--- src/rtl/stddev_iter.sv ---
// stddev_iter: window variance / standard deviation from (S, Q) window sums.
// V = N*Q - S^2, clamped at 0, shifted, then exact bit-serial floor(sqrt).
module stddev_iter #(
    parameter int W_SUM         = 29,
    parameter int W_SQSUM       = 29,
    parameter int WINDOW_HEIGHT = 25,
    parameter int WINDOW_WIDTH  = 25,
    parameter int VAR_SHIFT     = 0,
    parameter int W_OUT         = 16
) (
    input  logic               clk,
    input  logic               rst,
    input  logic               in_valid,
    output logic               in_ready,
    input  logic [W_SUM-1:0]   in_sum,
    input  logic [W_SQSUM-1:0] in_sqsum,
    input  logic               in_mode,
    output logic               out_valid,
    input  logic               out_ready,
    output logic [W_OUT-1:0]   out_data,
    output logic               out_flag
);

    localparam int N     = (WINDOW_HEIGHT - 1) * (WINDOW_WIDTH - 1);
    localparam int W_VAR = 2 * W_SUM + ((2 * W_SUM) % 2);
    localparam int ITER  = W_VAR / 2;
    localparam int W_REM = ITER + 2;
    localparam int W_CNT = $clog2(ITER) + 1;

    localparam logic [W_VAR:0]   NN   = (W_VAR + 1)'(N);
    localparam logic [W_VAR-1:0] MAXO = {{(W_VAR - W_OUT){1'b0}}, {W_OUT{1'b1}}};

    typedef enum logic [2:0] {
        S_IDLE,
        S_MULT,
        S_DIFF,
        S_SQRT,
        S_OUT
    } state_t;

    state_t             r_state;
    logic [W_SUM-1:0]   r_s;
    logic [W_SQSUM-1:0] r_q;
    logic               r_mode;
    logic [W_VAR:0]     r_p1;
    logic [W_VAR:0]     r_p2;
    logic [W_VAR-1:0]   r_var;
    logic [W_VAR-1:0]   r_rad;
    logic [W_REM-1:0]   r_rem;
    logic [ITER-1:0]    r_root;
    logic [W_CNT-1:0]   r_cnt;
    logic               r_flag;
    logic               r_out_valid;
    logic [W_OUT-1:0]   r_out_data;
    logic               r_out_flag;

    logic [W_VAR:0]     w_d;
    logic               w_neg;
    logic [W_VAR-1:0]   w_shift;
    logic [W_REM+1:0]   w_rem_t;
    logic [W_REM+1:0]   w_trial;
    logic               w_ge;
    logic [W_REM-1:0]   w_rem_n;
    logic [W_VAR-1:0]   w_res;
    logic               w_sat;

    // The sign bit of the widened difference is the clamp condition.
    assign w_d     = r_p1 - r_p2;
    assign w_neg   = w_d[W_VAR];
    assign w_shift = w_d[W_VAR-1:0] >> VAR_SHIFT;

    // One restoring step: bring down the next radicand pair, try 4*root+1.
    assign w_rem_t = {r_rem, r_rad[W_VAR-1 -: 2]};
    assign w_trial = {2'b00, r_root, 2'b01};
    assign w_ge    = (w_rem_t >= w_trial);
    assign w_rem_n = W_REM'(w_ge ? (w_rem_t - w_trial) : w_rem_t);

    assign w_res = r_mode ? r_var : W_VAR'(r_root);
    assign w_sat = (w_res > MAXO);

    assign in_ready  = (r_state == S_IDLE);
    assign out_valid = r_out_valid;
    assign out_data  = r_out_data;
    assign out_flag  = r_out_flag;

    // Transaction FSM: accept, multiply, subtract/clamp, sqrt, hold result.
    always_ff @(posedge clk or posedge rst) begin
        if (rst) begin
            r_state     <= S_IDLE;
            r_s         <= '0;
            r_q         <= '0;
            r_mode      <= 1'b0;
            r_p1        <= '0;
            r_p2        <= '0;
            r_var       <= '0;
            r_rad       <= '0;
            r_rem       <= '0;
            r_root      <= '0;
            r_cnt       <= '0;
            r_flag      <= 1'b0;
            r_out_valid <= 1'b0;
            r_out_data  <= '0;
            r_out_flag  <= 1'b0;
        end else begin
            case (r_state)
                S_IDLE: begin
                    if (in_valid) begin
                        r_s     <= in_sum;
                        r_q     <= in_sqsum;
                        r_mode  <= in_mode;
                        r_flag  <= 1'b0;
                        r_state <= S_MULT;
                    end
                end
                S_MULT: begin
                    r_p1    <= NN * (W_VAR + 1)'(r_q);
                    r_p2    <= (W_VAR + 1)'(r_s) * (W_VAR + 1)'(r_s);
                    r_state <= S_DIFF;
                end
                S_DIFF: begin
                    if (w_neg) begin
                        r_var  <= '0;
                        r_rad  <= '0;
                        r_flag <= 1'b1;
                    end else begin
                        r_var  <= w_shift;
                        r_rad  <= w_shift;
                    end
                    r_rem   <= '0;
                    r_root  <= '0;
                    r_cnt   <= W_CNT'(ITER - 1);
                    r_state <= r_mode ? S_OUT : S_SQRT;
                end
                S_SQRT: begin
                    r_rem  <= w_rem_n;
                    r_root <= {r_root[ITER-2:0], w_ge};
                    r_rad  <= {r_rad[W_VAR-3:0], 2'b00};
                    if (r_cnt == '0) begin
                        r_state <= S_OUT;
                    end else begin
                        r_cnt <= r_cnt - 1'b1;
                    end
                end
                S_OUT: begin
                    if (!r_out_valid) begin
                        r_out_valid <= 1'b1;
                        r_out_data  <= w_sat ? {W_OUT{1'b1}} : w_res[W_OUT-1:0];
                        r_out_flag  <= r_flag | w_sat;
                    end else if (out_ready) begin
                        r_out_valid <= 1'b0;
                        r_state     <= S_IDLE;
                    end
                end
                default: begin
                    r_state <= S_IDLE;
                end
            endcase
        end
    end

endmodule
--- config.mk ---
export PLATFORM = sky130hd
export DESIGN_NAME = stddev_iter
export DESIGN_NICKNAME = d
export VERILOG_FILES = /design/src/rtl/stddev_iter.sv
export SDC_FILE = /design/constraint.sdc
export NUM_CORES = 2
export LEC_CHECK = 0
export CAP_MARGIN = 20
export CORE_MARGIN = 5
export CORE_UTILIZATION = 40
export CTS_BUF_LIST = sky130_fd_sc_hd__clkbuf_8
export CTS_CLUSTER_DIAMETER = 60
export CTS_CLUSTER_SIZE = 10
export DETAILED_ROUTE_END_ITERATION = 12
export HOLD_SLACK_MARGIN = 0.05
export PLACE_DENSITY = 0.54
export SLEW_MARGIN = 20
export SYNTH_ARGS = -nofsm -noshare
export SYNTH_HDL_FRONTEND = slang
export SYNTH_SLANG_ARGS = --single-unit
export TNS_END_PERCENT = 1
--- constraint.sdc ---
create_clock -name clk -period 31.5 [get_ports clk]
set_input_delay 6.3 -clock clk [delete_from_list [all_inputs] [get_ports clk]]
set_output_delay 6.3 -clock clk [all_outputs]
set_load 0.01 [all_outputs]
Word level (Yosys, flattened, before mapping)
Cells that the tools add are included.
{"block": "word_totals", "input_bits": 63, "output_inout_bits": 19, "wordCells": 63, "regBits": 354}
{"block": "classes", "n_mul": 2, "magnitude_cmp": 2, "n_eq_ne": 10, "reduce_logical": 9, "bitwise": 2, "n_addsub": 3, "n_mux": 20}
{"op": "$mux 58", "n": 2}
{"op": "$pmux 58 s2", "n": 1}
{"op": "$pmux 31 s2", "n": 1}
{"op": "$sub 39x58->59", "n": 1}
{"op": "$gt 58x16->1 const B", "n": 1}
{"op": "$mul 29x29->58", "n": 1}
{"op": "$pmux 29 s2", "n": 1}
{"op": "$ge 33x31->1", "n": 1}
{"op": "$mul 4x29->33 const A", "n": 1}
{"op": "$mux 31", "n": 1}
{"op": "$sub 31x31->31", "n": 1}
{"op": "$mux 16", "n": 1}
{"op": "$mux 3", "n": 5}
{"op": "$pmux 3 s5", "n": 1}
{"op": "$ne 2x2->1 const B", "n": 6}
{"op": "$pmux 6 s2", "n": 1}
{"op": "$eq 3x2->1 const B", "n": 2}
{"op": "$logic_not 6->1", "n": 1}
{"op": "$mux 6", "n": 1}
{"op": "$reduce_and 2->1", "n": 3}
{"op": "$sub 6x1->6 const B", "n": 1}
{"op": "$mux 1", "n": 4}
{"op": "$reduce_and 4->1", "n": 1}
{"op": "$reduce_bool 2->1", "n": 2}
{"op": "other kinds (7)", "n": 7}

Depth between registers and ports, before layout
{"block": "depth", "depth_word": 3, "depth_mapped": 30, "mapped_depth_nobuf": 28}

Worst setup path after synthesis
OpenSTA, ideal clock, no wires.
{"block": "synth_timing", "path_kind": "in2reg", "from": "in in_valid", "to": "reg r_q[10]", "path_stages": 4, "setup_time_ns": 0.125, "required_time_ns": 31.375, "arrival_ns": 7.395, "path_buffers": 2, "slack_ns": 23.980, "cell_sequence": "and2_1 -> clkbuf_1 -> clkbuf_1 -> mux2_2"}
{"block": "synth_via", "elab_chain_len": 1}
{"item": "start, declared", "line": "13", "rtl": "input logic in_valid,"}
{"item": "$reduce_and 2->1 (no line)"}
{"item": "end signal, assigned", "line": "109", "rtl": "r_q <= in_sqsum;"}
{"item": "end, declared", "line": "43", "rtl": "logic [W_SQSUM-1:0] r_q;"}
No other way between the ends.
A chain may end at the register's enable or synchronous reset.

Final worst setup path
{"block": "layout_timing", "from": "reg r_s[12]", "to": "reg r_p2[50]"}
{"block": "layout_via", "elab_chain_len": 1}
{"item": "start, declared", "line": "42", "rtl": "logic [W_SUM-1:0] r_s;"}
{"item": "start signal, assigned", "line": "108", "rtl": "r_s <= in_sum;"}
{"item": "$mul 29x29->58", "line": "117", "rtl": "r_p2 <= (W_VAR + 1)'(r_s) * (W_VAR + 1)'(r_s);"}
{"item": "end signal, assigned", "line": "117"}
{"item": "end, declared", "line": "46", "rtl": "logic [W_VAR:0] r_p2;"}
No other way between the ends.

==> results <==
- The post-placement cell area is 45400 µm².
- Once routing completed, OpenROAD measured the worst setup slack at 22.81 ns.
- The wire-length estimate of the detail-placed layout is 87600 µm.
- Among all cell types in the netlist, the one instantiated most often is sky130_fd_sc_hd__inv_1.
- The global routing usage summed across all routing layers is 20.2%.
- Once the clock tree was built, the setup fixing pass inserted 0 buffers.
- Routability-driven placement finished with a final weighted congestion of 0.872.
- STA classifies the critical path startpoint as a flop.
- The number of nets produced by synthesis is 5781.
- The sum of buffers and inverters on the critical path is 7.
- The final standard cell area without fillers is 46300 µm².
- The cell seen most often among critical-path stages is sky130_fd_sc_hd__fa_1.
- The DRC violation count after routing is 0.
- The total detailed-routing wirelength is 114000 µm.
- The via count of the first global-routing pass is 33200.
- Cells fill 43.1% of the core in the end.
- The count of hold buffers inserted by post-cts repair is 0.
- The final layout net count is 5749.
- The detail route stage leaves a number of antenna-violating nets equal to 0.
- For this run, the top clock speed supported by timing is 115 MHz.
- Entering global routing, the biggest net connects 95 pins.
- The area fraction of the dominant cell type after synthesis is 30.1%.
- Yosys attributes the largest share of cell area to sky130_fd_sc_hd__fa_1 30%, sky130_fd_sc_hd__dfrtp_1 20%, sky130_fd_sc_hd__ha_1 11%, sky130_fd_sc_hd__inv_1 7.6%, sky130_fd_sc_hd__nand2_1 4.9%.
- The detailed router finished its first iteration with 1510 violations.
- The count of buffers added on input and output ports is 81.
- After clock tree synthesis, the clock-pin slew on the worst setup and hold paths is 0.07 ns.
- The area of the core is 107000 µm².
- Using the TritonRoute via totals, the vias-per-cell ratio works out to 5.12.
- The first global-routing pass estimated 186000 µm of wire.
- The critical path capture point type is a flop.
- The count of H-tree levels built during CTS is 2.
- The initial antenna violation count is 1.
- The initial standard-cell utilization of the core is 40.4%.
- Summed over all failing endpoints, the final setup total negative slack is 0 ns.
- Counting flops and latches in the post-synthesis netlist gives 351.
- The x dimension of the die is 339 µm.
- Counting the fill cells in the layout gives 10700.
- The area enclosed by the die boundary is 115000 µm².
- The gate family responsible for the most delay along the worst path is adder cells.
- Summing every instance area after synthesis gives 43300 µm².
- The setup path with the least slack is of type flop to flop.
- The worst setup slack after placement is 22.31 ns.
- Setup violations remaining at the end of the flow were counted as 0.
- The final route contains 31100 vias.
- The number of violations of the max-capacitance limit is 0.
- Post-CTS repair changed the size of 0 cells.
- In this design, the stage delay of the slowest critical-path cell is 0.53 ns.
- The clock root buffer master is sky130_fd_sc_hd__clkbuf_8.
- The number of detailed-routing iterations run before antenna repair is 5.
- The floorplan row count is 120.
- The clock net sink count is 351.
- The clock latency reported for the late side of the worst-skew pair is 0.71 ns.
- The largest individual stage delay along the critical path comes from the cell sky130_fd_sc_hd__clkinv_1.
- The number of flops mapped to enable cells by yosys is 0.
- The flow ran to the end, and the final reports show no timing, DRC or antenna violations.
- Setup repair after global routing left no endpoint under its margin.
- The count of mapped cells out of synthesis is 4691.
- The clock skew after layout is 0.0622 ns.
- The max-slew violation total from the final report is 0.
- From synthesis to final layout, the design area changed by 6.87%.
- The async set-reset flop share out of synthesis is 100%.
- The I/O pin total is 82.
- By count the netlist is led by 873 x sky130_fd_sc_hd__inv_1, 652 x sky130_fd_sc_hd__fa_1, 560 x sky130_fd_sc_hd__nand2_1, 375 x sky130_fd_sc_hd__ha_1, 351 x sky130_fd_sc_hd__dfrtp_1.
- The total overflow reported by the global router is 0.
- The slew at the pin closest to its max-slew limit is 1.13 ns.
- After detailed routing, the average wire length per cell comes to 18.7 µm.
- The leading register cell type out of synthesis is sky130_fd_sc_hd__dfrtp_1.
- The library cell occupying the most area in the post-synthesis netlist is sky130_fd_sc_hd__fa_1.
- The CTS buffer count is 48.
- The arrival time at the worst endpoint is 9.30 ns.
- Synthesis instantiated 81 different standard cells from the library.
- The worst hold path belongs to the class flop to flop.
- The hold violation count in the final report is 0.
- At the worst endpoint, the required time is 32.11 ns.
- For the finished layout, the period the worst path requires is 8.69 ns.
- The CTS tree is yes.
- The mean post-synth cell area is 9.24 µm².
- Along the worst path, the maximum fanout reaches 24.
- The Yosys step of the flow raised 0 warnings.
- The proportion of synthesized chip area in sequential cells is 20.3%.
- The maximum root-to-sink buffer count is 3.
- The floorplan step set the die height to 339 µm.
- Dividing the final minimum period by the clock period gives 27.6%.
- The share of final-layout standard cells stronger than drive strength 1 is 4.32%.
- The worst pin sits at a relative slew slack of 24.8%.
## sequential cells by signal (all words and copies together) (netlist names), 3 cells and up
signal    flops
r_rem        31
r_cnt         6
out_data     16
r_root       29
r_var        57
r_p2         57
r_rad        57
r_s          29
r_q          29
r_state       3
r_p1         33
## path summary, 6_finish.rpt
path / from / endpoint / slack [ns] / cells after the start
worst max-delay path: r_s[12] / r_p2[50] / 22.81 / 25
worst min-delay path: r_rad[49] / r_rad[49] / 0.46 / 2
worst max register to register: r_s[12] / r_p2[50] / 22.81 / 25
worst min register to register: r_rad[49] / r_rad[49] / 0.46 / 2
max in group asynchronous: rst / r_p2[20] / 23.15 / 4
min in group asynchronous: rst / r_rem[12] / 6.11 / 2
## area by class of cell
cell class	count	area (µm²)	share of cell area [%]
repair buffers	122	1130	2.44
multi-input cells	3260	30500	65.8
flip-flops and latches	351	8790	19.0
clock buffers	50	688	1.49
inverters	876	3300	7.12
clock inverters	21	151	0.327
diodes	2	5.00	0.0108
well taps	1403	1760	3.79
## cells by family after synthesis
logic type                 synth area share, %
xor gates and xnor gates                  3.09
buffers and inverters                     9.46
adders and majority gates                 40.9
DFF                                       20.3
and+or+nand+nor                           13.7
muxes                                     2.38
AOI/OAI and AO/OA                         10.2
## per-stage QoR
| step | hold slack [ns] | cells |
|---|---|---|
| global placement | 0.445 | 6011 |
| finish | 0.464 | 6085 |
| detailed placement | 0.450 | 6011 |
| CTS | 0.452 | 6082 |
| global route | 0.485 | 6084 |
| floorplan | 0.431 | 4691 |
## worst register-to-register path, delay by kind of cell (launching register included)
kind            cells  cell delay [ns]
compound gates      5             1.56
fa+ha+maj           9             4.33
buf+inv             7             1.22
flops               1             0.32
simple gates        4             1.20
## layer usage
layer,wire [µm],GRT usage (%),up-vias
met3,4270,2.26,138
met2,56100,34.7,511
met4,3030,4.84,0
li1,-,-,14900
met5,0,0,-
met1,50600,27.4,15600
## cell usage in the layout (no fill, tap or decap), drive strengths merged, types with 103 or more instances in the layout
cell type,n
a21oi,207
ha,375
nand2,560
nor2,147
fa,652
nand3,103
and2,202
inv,885
o21ai,289
dfrtp,351
Power is left out: the tool's default activity adds up to more than one toggle a clock period on the data nets, which glitch-free logic cannot reach.
